===== config.mk =====
export PLATFORM = sky130hd
export DESIGN_NAME = mem_bist_ctrl
export DESIGN_NICKNAME = d
export VERILOG_FILES = /design/src/rtl/mem_bist_pkg.sv /design/src/rtl/mem_bist_cmp.sv /design/src/rtl/mem_bist_ctrl.sv
export SDC_FILE = /design/constraint.sdc
export NUM_CORES = 1
export LEC_CHECK = 0
export BUFFER_PORTS_ARGS = -buffer_cell sky130_fd_sc_hd__buf_2
export CAP_MARGIN = 20
export CORE_ASPECT_RATIO = 2
export CORE_UTILIZATION = 45
export CTS_BUF_LIST = sky130_fd_sc_hd__clkbuf_8
export DETAILED_ROUTE_END_ITERATION = 16
export PLACE_DENSITY = 0.68
export SLEW_MARGIN = 25
export SYNTH_ARGS = -nofsm -noshare
export SYNTH_HDL_FRONTEND = slang
export SYNTH_HIERARCHICAL = 1
export SYNTH_SLANG_ARGS = --single-unit

===== constraint.sdc =====
create_clock -name CLK_i -period 6.25 [get_ports CLK_i]
set_clock_uncertainty 0.15 [all_clocks]
set_input_delay 0 -clock CLK_i [delete_from_list [all_inputs] [get_ports CLK_i]]
set_output_delay 0 -clock CLK_i [all_outputs]
set_load 0.005 [all_outputs]

===== src/rtl/mem_bist_pkg.sv =====
// Shared March C- definitions: FSM states, element codes, background values
// and a per-element descriptor table used by the controller.
package mem_bist_pkg;

  typedef enum logic [3:0] {
    S_IDLE,
    S_M0,
    S_M1,
    S_M2,
    S_M3,
    S_M4,
    S_M5,
    S_DRAIN,
    S_DONE
  } state_t;

  localparam logic [2:0] ELEM_M0 = 3'd0;
  localparam logic [2:0] ELEM_M1 = 3'd1;
  localparam logic [2:0] ELEM_M2 = 3'd2;
  localparam logic [2:0] ELEM_M3 = 3'd3;
  localparam logic [2:0] ELEM_M4 = 3'd4;
  localparam logic [2:0] ELEM_M5 = 3'd5;

  // Backgrounds are single bits replicated to the data width at the use site.
  localparam logic BG_ZERO = 1'b0;
  localparam logic BG_ONE  = 1'b1;

  typedef struct packed {
    logic       march;
    logic       two_op;
    logic       down;
    logic       has_wr;
    logic       rd_bg;
    logic       wr_bg;
    logic [2:0] code;
  } elem_t;

  function automatic elem_t elem_info(input state_t s);
    elem_t e;
    e = '0;
    case (s)
      S_M0: e = '{march: 1'b1, two_op: 1'b0, down: 1'b0, has_wr: 1'b1,
                  rd_bg: BG_ZERO, wr_bg: BG_ZERO, code: ELEM_M0};
      S_M1: e = '{march: 1'b1, two_op: 1'b1, down: 1'b0, has_wr: 1'b1,
                  rd_bg: BG_ZERO, wr_bg: BG_ONE, code: ELEM_M1};
      S_M2: e = '{march: 1'b1, two_op: 1'b1, down: 1'b0, has_wr: 1'b1,
                  rd_bg: BG_ONE, wr_bg: BG_ZERO, code: ELEM_M2};
      S_M3: e = '{march: 1'b1, two_op: 1'b1, down: 1'b1, has_wr: 1'b1,
                  rd_bg: BG_ZERO, wr_bg: BG_ONE, code: ELEM_M3};
      S_M4: e = '{march: 1'b1, two_op: 1'b1, down: 1'b1, has_wr: 1'b1,
                  rd_bg: BG_ONE, wr_bg: BG_ZERO, code: ELEM_M4};
      S_M5: e = '{march: 1'b1, two_op: 1'b0, down: 1'b0, has_wr: 1'b0,
                  rd_bg: BG_ZERO, wr_bg: BG_ZERO, code: ELEM_M5};
      default: e = '0;
    endcase
    return e;
  endfunction

  function automatic state_t next_elem(input state_t s);
    state_t n;
    case (s)
      S_M0:    n = S_M1;
      S_M1:    n = S_M2;
      S_M2:    n = S_M3;
      S_M3:    n = S_M4;
      S_M4:    n = S_M5;
      S_M5:    n = S_DRAIN;
      default: n = S_IDLE;
    endcase
    return n;
  endfunction

endpackage


===== src/rtl/mem_bist_cmp.sv =====
// Read-data checker: delays expected data/address/element by RLAT stages and
// latches the first mismatch; no backpressure, one op accepted per cycle.
module mem_bist_cmp #(
  parameter int RWIDTH = 34,
  parameter int RDEPTH = 14,
  parameter int RLAT   = 1
) (
  input  logic              clk,
  input  logic              rst,
  input  logic              clr,
  input  logic              rd_vld,
  input  logic [RWIDTH-1:0] exp_dat,
  input  logic [RDEPTH-1:0] rd_addr,
  input  logic [2:0]        rd_elem,
  input  logic [RWIDTH-1:0] q_dat,
  output logic              fail,
  output logic [RDEPTH-1:0] fail_addr,
  output logic [2:0]        fail_elem
);

  typedef struct packed {
    logic              vld;
    logic [RWIDTH-1:0] dat;
    logic [RDEPTH-1:0] addr;
    logic [2:0]        elem;
  } stage_t;

  stage_t pipe [RLAT];
  logic   mismatch;

  always_ff @(posedge clk) begin
    if (rst) begin
      for (int i = 0; i < RLAT; i++) pipe[i] <= '0;
    end else begin
      pipe[0] <= '{vld: rd_vld, dat: exp_dat, addr: rd_addr, elem: rd_elem};
      for (int i = 1; i < RLAT; i++) pipe[i] <= pipe[i-1];
    end
  end

  // The last stage lines up with the cycle the memory presents the read data.
  assign mismatch = pipe[RLAT-1].vld && (q_dat != pipe[RLAT-1].dat);

  always_ff @(posedge clk) begin
    if (rst || clr) begin
      fail      <= 1'b0;
      fail_addr <= '0;
      fail_elem <= '0;
    end else if (mismatch && !fail) begin
      fail      <= 1'b1;
      fail_addr <= pipe[RLAT-1].addr;
      fail_elem <= pipe[RLAT-1].elem;
    end
  end

endmodule


===== src/rtl/mem_bist_ctrl.sv =====
// March C- memory BIST controller: one memory op per cycle, 10N ops plus RLAT
// drain cycles; no backpressure, the memory must accept an op every cycle.
module mem_bist_ctrl
  import mem_bist_pkg::*;
#(
  parameter int RWIDTH  = 34,
  parameter int RDEPTH  = 14,
  parameter int MAXADDR = 2**RDEPTH-1,
  parameter int RLAT    = 1
) (
  input  logic              CLK_i,
  input  logic              RST_i,
  input  logic              START_i,
  output logic [RWIDTH-1:0] I_o,
  output logic [RDEPTH-1:0] IA_o,
  output logic              WE_o,
  input  logic [RWIDTH-1:0] Q_i,
  output logic              BUSY_o,
  output logic              DONE_o,
  output logic              FAIL_o,
  output logic [RDEPTH-1:0] FAIL_ADDR_o,
  output logic [2:0]        FAIL_ELEM_o
);

  localparam logic [RDEPTH-1:0] LAST = RDEPTH'(MAXADDR);
  localparam int DCW = (RLAT > 1) ? $clog2(RLAT) : 1;

  state_t            state, state_nxt;
  logic [RDEPTH-1:0] addr, addr_nxt, end_addr;
  logic              phase, phase_nxt;
  logic [DCW-1:0]    drain_cnt, drain_nxt;
  elem_t             cur, nxt;
  logic              op_rd, op_we, op_bg, start_ok;

  assign cur      = elem_info(state);
  assign nxt      = elem_info(next_elem(state));
  assign end_addr = cur.down ? '0 : LAST;

  always_ff @(posedge CLK_i) begin
    if (RST_i) begin
      state     <= S_IDLE;
      addr      <= '0;
      phase     <= 1'b0;
      drain_cnt <= '0;
    end else begin
      state     <= state_nxt;
      addr      <= addr_nxt;
      phase     <= phase_nxt;
      drain_cnt <= drain_nxt;
    end
  end

  always_comb begin
    state_nxt = state;
    addr_nxt  = addr;
    phase_nxt = phase;
    drain_nxt = drain_cnt;
    op_rd     = 1'b0;
    op_we     = 1'b0;
    op_bg     = BG_ZERO;
    start_ok  = 1'b0;
    case (state)
      S_IDLE, S_DONE: begin
        if (START_i) begin
          start_ok  = 1'b1;
          state_nxt = S_M0;
          addr_nxt  = '0;
          phase_nxt = 1'b0;
        end
      end
      S_DRAIN: begin
        if (drain_cnt == DCW'(RLAT-1)) state_nxt = S_DONE;
        else drain_nxt = drain_cnt + DCW'(1);
      end
      default: begin
        if (cur.two_op && !phase) begin
          // First half of a read-then-write pair; the address holds.
          op_rd     = 1'b1;
          op_bg     = cur.rd_bg;
          phase_nxt = 1'b1;
        end else begin
          op_we     = cur.has_wr;
          op_rd     = !cur.has_wr;
          op_bg     = cur.has_wr ? cur.wr_bg : cur.rd_bg;
          phase_nxt = 1'b0;
          if (addr == end_addr) begin
            state_nxt = next_elem(state);
            addr_nxt  = nxt.down ? LAST : '0;
            drain_nxt = '0;
          end else begin
            addr_nxt = cur.down ? addr - RDEPTH'(1) : addr + RDEPTH'(1);
          end
        end
      end
    endcase
  end

  assign WE_o   = op_we;
  assign IA_o   = addr;
  assign I_o    = op_we ? {RWIDTH{op_bg}} : '0;
  assign BUSY_o = cur.march || (state == S_DRAIN);
  assign DONE_o = (state == S_DONE);

  mem_bist_cmp #(
    .RWIDTH (RWIDTH),
    .RDEPTH (RDEPTH),
    .RLAT   (RLAT)
  ) u_cmp (
    .clk       (CLK_i),
    .rst       (RST_i),
    .clr       (start_ok),
    .rd_vld    (op_rd),
    .exp_dat   ({RWIDTH{op_bg}}),
    .rd_addr   (addr),
    .rd_elem   (cur.code),
    .q_dat     (Q_i),
    .fail      (FAIL_o),
    .fail_addr (FAIL_ADDR_o),
    .fail_elem (FAIL_ELEM_o)
  );

endmodule

==> results by stage <==
Detailed routing:
- Dividing the detail-routed wire length by the instance count gives 13.9 um.
- The via count is 3769.
- After detailed routing, the number of remaining DRC violations is 0.
- The number of design-rule violations left by the first detailed-router iteration is 204.
- The routed wire length is 9.91 mm.
- The number of nets still failing antenna checks after routing is 0.
- The number of iterations in the first detailed-routing pass is 4.
- Dividing the detail-routed via count by the number of cells gives 5.29.

Floorplan:
- The die covers 10800 sq um.
- The chip width is 74.1 um.
- The initial core utilization is 46.4%.
- The floorplan step defined a core boundary enclosing 10100 sq um.
- 106 I/O pins were placed.
- The die height is 146 um.
- After floorplanning, the core was divided into 52 placement rows.

Synth:
- After synthesis the cells add up to 4680 sq um.
- The most area-hungry cell type in the Yosys netlist is sky130_fd_sc_hd__dfxtp_1.
- The number of cells produced by synthesis is 514.
- The number of enable flip-flop cells after synthesis is 0.
- The post-synthesis register bit count is 89.
- Sequential elements use 38.1% of the synthesized area.
- Yosys attributes the largest share of cell area to sky130_fd_sc_hd__dfxtp_1 (38%), sky130_fd_sc_hd__nor2b_1 (7.2%), sky130_fd_sc_hd__xor2_1 (6.9%), sky130_fd_sc_hd__buf_4 (5.5%), sky130_fd_sc_hd__ha_1 (4.3%).
- The fraction of synthesized cell area taken by the top area cell type is 38.1%.
- After synthesis, the netlist uses 54 different library cells.
- The most common flop cell mapped by yosys is sky130_fd_sc_hd__dfxtp_1.
- Of all flip-flops after synthesis, the portion carrying an async set or reset was 0%.
- The post-synthesis net count is 568.
- The post-synthesis average cell area is 9.11 sq um.
- During synthesis, Yosys emitted a total of 6 warnings.

Finish:
- Of the cells placed in the final design, the portion with a size suffix greater than 1 is 25.1%.
- The layout net count is 626.
- The area growth from synthesis to layout is 12.4%.
- The number of antenna repair diodes is 0.
- The layout has 933 filler cells.

Clock network:
- The clock passes through at most 2 buffers.
- Buffers inserted during clock tree synthesis total 9.
- The worst-skew pair later-pin latency is 0.35 ns.
- The clock net in this run drives a total of 89 sinks.
- The H-tree was split into 3 levels.
- The clock slew at the register clock pins of the worst setup and hold paths is 0.09 ns.
- After clock tree synthesis, the repair step resized 0 gates.
- The tree is rooted in a sky130_fd_sc_hd__clkbuf_8.
- The TritonCTS clock tree is built.

Worst setup path:
- In this design, the largest share of critical-path delay is due to simple AND/OR/NAND/NOR gates.
- The arrival time at the worst endpoint is 3.56 ns.
- The maximum fanout along the worst path is 19.
- Walking the worst path, the cells encountered are nand2b_4, or2_4, inv_4, ha_1, nand4_1, nor3_1, nand2_2, o211ai_2, nor2_1, mux2i_1, o211ai_1.
- The delay of the slowest cell on the worst path is 0.74 ns.
- The classification of the worst setup path is register to register.
- The critical path launch point is state[3]$_SDFFE_PP0P_.
- In this run the critical register-to-register path is launched from state[3]$_SDFFE_PP0P_.
- The worst setup path is captured at a register.
- The required arrival time at the worst endpoint is 6.30 ns.
- The worst-path cell with the longest stage delay is sky130_fd_sc_hd__dfxtp_1.
- The buffer and inverter count on the worst path is 1.
- Counting cells, the worst reg-to-reg path comes to 11.
- The nature of the critical path startpoint is a register.
- The cell count along the critical path is 11.

Global routing:
- Entering global routing, the biggest net connects 62 pins.
- The number of global-route vias before repair came to 3467.
- The number of antenna violations at the first check in global routing is 0.
- The first-pass GRT wire length is 15.5 mm.
- Global routing consumed, over all layers together, 18.6% of the routing resources.
- The remaining global-route overflow is 0.

Pwr:
- For this design the ratio of total power to cell area is 221 nW/um^2.
- The total power draw is 1.16 mW.
- The worst-case IR drop observed on VDD is 99.9 uV.
- The leakage power is 2.40 nW.

STA:
- Setup violations remaining at the end of the flow were counted as 0.
- The final number of hold-violating endpoints is 0.
- The worst-margin pin slew is 0.781 ns.
- The worst hold margin is 0.0820 ns.
- The number of max-slew violations in the final report is 0.
- Based on the critical path, the design can be clocked at up to 286 MHz.
- Summed over all failing endpoints, the final setup total negative slack is 0 ns.
- In this run the tightest slew margin relative to its limit is 47.9%.
- Setup repair after global routing left no endpoint under its margin.
- The final worst-path cycle share is 56.0%.
- The smallest clock period supported by the final layout is computed as 3.50 ns.

Worst hold path:
- In this run the most critical hold path is launched from RST_i.
- The worst hold path depth is 3.
- The min-delay analysis places its worst path in the category primary input to register.

Placed design:
- Routability-driven placement finished with a final weighted congestion of 0.898.
- Detailed placement ended at an HPWL of 7.28 mm.
- The port buffer count is 105.

Outcome:
- The flow ran to the end, and the final reports show no timing, DRC or antenna violations.

Job:
- The number of max-cap violations is 0.
[Yosys cell counts, types with 2 or more instances]
library cell / count
sky130_fd_sc_hd__dfxtp_1: 89
sky130_fd_sc_hd__nor2b_1: 54
sky130_fd_sc_hd__nand2_1: 40
sky130_fd_sc_hd__xor2_1: 37
sky130_fd_sc_hd__buf_4: 34
sky130_fd_sc_hd__a21oi_1: 27
sky130_fd_sc_hd__nor4_1: 26
sky130_fd_sc_hd__nor2_1: 19
sky130_fd_sc_hd__a311o_1: 17
sky130_fd_sc_hd__a32o_1: 17
sky130_fd_sc_hd__clkbuf_1: 16
sky130_fd_sc_hd__ha_1: 16
sky130_fd_sc_hd__a21o_1: 13
sky130_fd_sc_hd__o21ai_0: 9
sky130_fd_sc_hd__nor3_1: 8
sky130_fd_sc_hd__buf_2: 7
sky130_fd_sc_hd__inv_1: 7
sky130_fd_sc_hd__xnor2_1: 7
sky130_fd_sc_hd__nand2b_1: 6
sky130_fd_sc_hd__mux2i_1: 5
sky130_fd_sc_hd__nand3_1: 5
sky130_fd_sc_hd__nand4_1: 5
sky130_fd_sc_hd__a31oi_1: 4
sky130_fd_sc_hd__a21oi_2: 3
sky130_fd_sc_hd__and2_1: 3
sky130_fd_sc_hd__and3_1: 3
sky130_fd_sc_hd__o211ai_1: 3
sky130_fd_sc_hd__or2_2: 3
sky130_fd_sc_hd__buf_1: 2
sky130_fd_sc_hd__buf_6: 2
sky130_fd_sc_hd__o21a_1: 2
sky130_fd_sc_hd__o21bai_1: 2
sky130_fd_sc_hd__or3_1: 2
[power breakdown]
| part | switching (mW) | internal (mW) | total, mW |
|---|---|---|---|
| registers | 0.0169 | 0.578 | 0.595 |
| logic | 0.0748 | 0.0561 | 0.131 |
| clock network | 0.208 | 0.229 | 0.436 |
[path summary, 6_finish.rpt]
check                                                  endpoint  slack [ns]
worst min register to register  u_cmp/fail_addr[4]$_SDFFE_PP0P_        0.35
worst min-delay path               u_cmp/pipe[0][40]$_SDFF_PP0_        0.08
worst max-delay path                      IA_o[13]$_SDFFE_PP0P_        2.75
worst max register to register            IA_o[13]$_SDFFE_PP0P_        2.75
[per-stage QoR]
stage / area [sq um] / instances / util (%) / setup slack (ns)
2_1_floorplan: 4680 / 514 / - / 3.19
3_3_place_gp: 5020 / 695 / 49.7 / 2.70
3_5_place_dp: 5020 / 695 / 49.8 / 2.76
4_1_cts: 5260 / 712 / 52.2 / 2.72
5_1_grt: 5260 / 712 / 52.2 / 2.48
6_report: 5260 / 712 / 52.2 / 2.75
[area by class of cell]
type / count / area, sq um / area share, %
multi-input cells: 354 / 2490 / 47.3
flip-flops and latches: 89 / 1780 / 33.9
repair buffers: 110 / 566 / 10.7
well taps: 135 / 169 / 3.21
clock buffers: 9 / 124 / 2.35
clock inverters: 7 / 101 / 1.93
inverters: 8 / 32.5 / 0.618
[registers in the layout (all words and copies together), names as in the netlist]
signal,cells
u_cmp/fail,1
state,4
u_cmp/fail_addr,14
IA_o,14
phase,1
u_cmp/fail_elem,3
u_cmp/pipe,52
[logic make-up after synthesis]
logic type,count (synthesis),share of synthesized area (%)
AO/OA/AOI/OAI,103,16.5
multiplexers,6,1.55
AND/OR/NAND/NOR,184,21.7
flip-flops,89,38.1
buffers and inverters,71,9.25
XOR/XNOR,44,8.23
adder cells (fa/ha/maj),17,4.70
[worst min-delay path, delay by kind of cell]
family,cells,cell delay (ns)
buffers and inverters,2,0.38
AND/OR/NAND/NOR,1,0.16
[cell usage in the layout (no fill, tap or decap), types with 2 or more instances in the layout]
cell and count:
sky130_fd_sc_hd__buf_2 105, sky130_fd_sc_hd__clkinvlp_4 2, sky130_fd_sc_hd__a32o_1 17, sky130_fd_sc_hd__a21oi_1 27
sky130_fd_sc_hd__nor4_1 26, sky130_fd_sc_hd__nor2b_1 54, sky130_fd_sc_hd__nand4_1 5, sky130_fd_sc_hd__a21oi_2 3
sky130_fd_sc_hd__nor3_1 6, sky130_fd_sc_hd__o21bai_1 2, sky130_fd_sc_hd__a311o_1 17, sky130_fd_sc_hd__nand3_1 5
sky130_fd_sc_hd__clkbuf_8 9, sky130_fd_sc_hd__nand2_1 40, sky130_fd_sc_hd__and3_1 2, sky130_fd_sc_hd__a21o_1 13
sky130_fd_sc_hd__dfxtp_1 89, sky130_fd_sc_hd__or2_2 3, sky130_fd_sc_hd__or3_1 2, sky130_fd_sc_hd__nor3_2 2
sky130_fd_sc_hd__xnor2_1 7, sky130_fd_sc_hd__bufinv_16 2, sky130_fd_sc_hd__xor2_1 37, sky130_fd_sc_hd__mux2i_1 5
sky130_fd_sc_hd__inv_6 2, sky130_fd_sc_hd__nand2b_1 6, sky130_fd_sc_hd__o21a_1 2, sky130_fd_sc_hd__nor2_1 18
sky130_fd_sc_hd__and2_1 3, sky130_fd_sc_hd__o21ai_0 9, sky130_fd_sc_hd__a31oi_1 4, sky130_fd_sc_hd__o211ai_1 3
sky130_fd_sc_hd__ha_1 16, sky130_fd_sc_hd__inv_1 7, sky130_fd_sc_hd__buf_4 4
[timing repair]
item,4_1_cts,5_1_grt
setup buffers,0,0
hold buffers,1,0
endpoints found under the hold margin,1,0
[per-layer routing]
metal	GRT usage (%)	vias up	share of wire, %
li1	-	1894	-
met1	17.6	1739	37
met2	35.4	123	56
met3	3.93	13	4.6
met4	9.33	0	2.1
met5	0	-	0
Power figures use the tool's default switching activity.
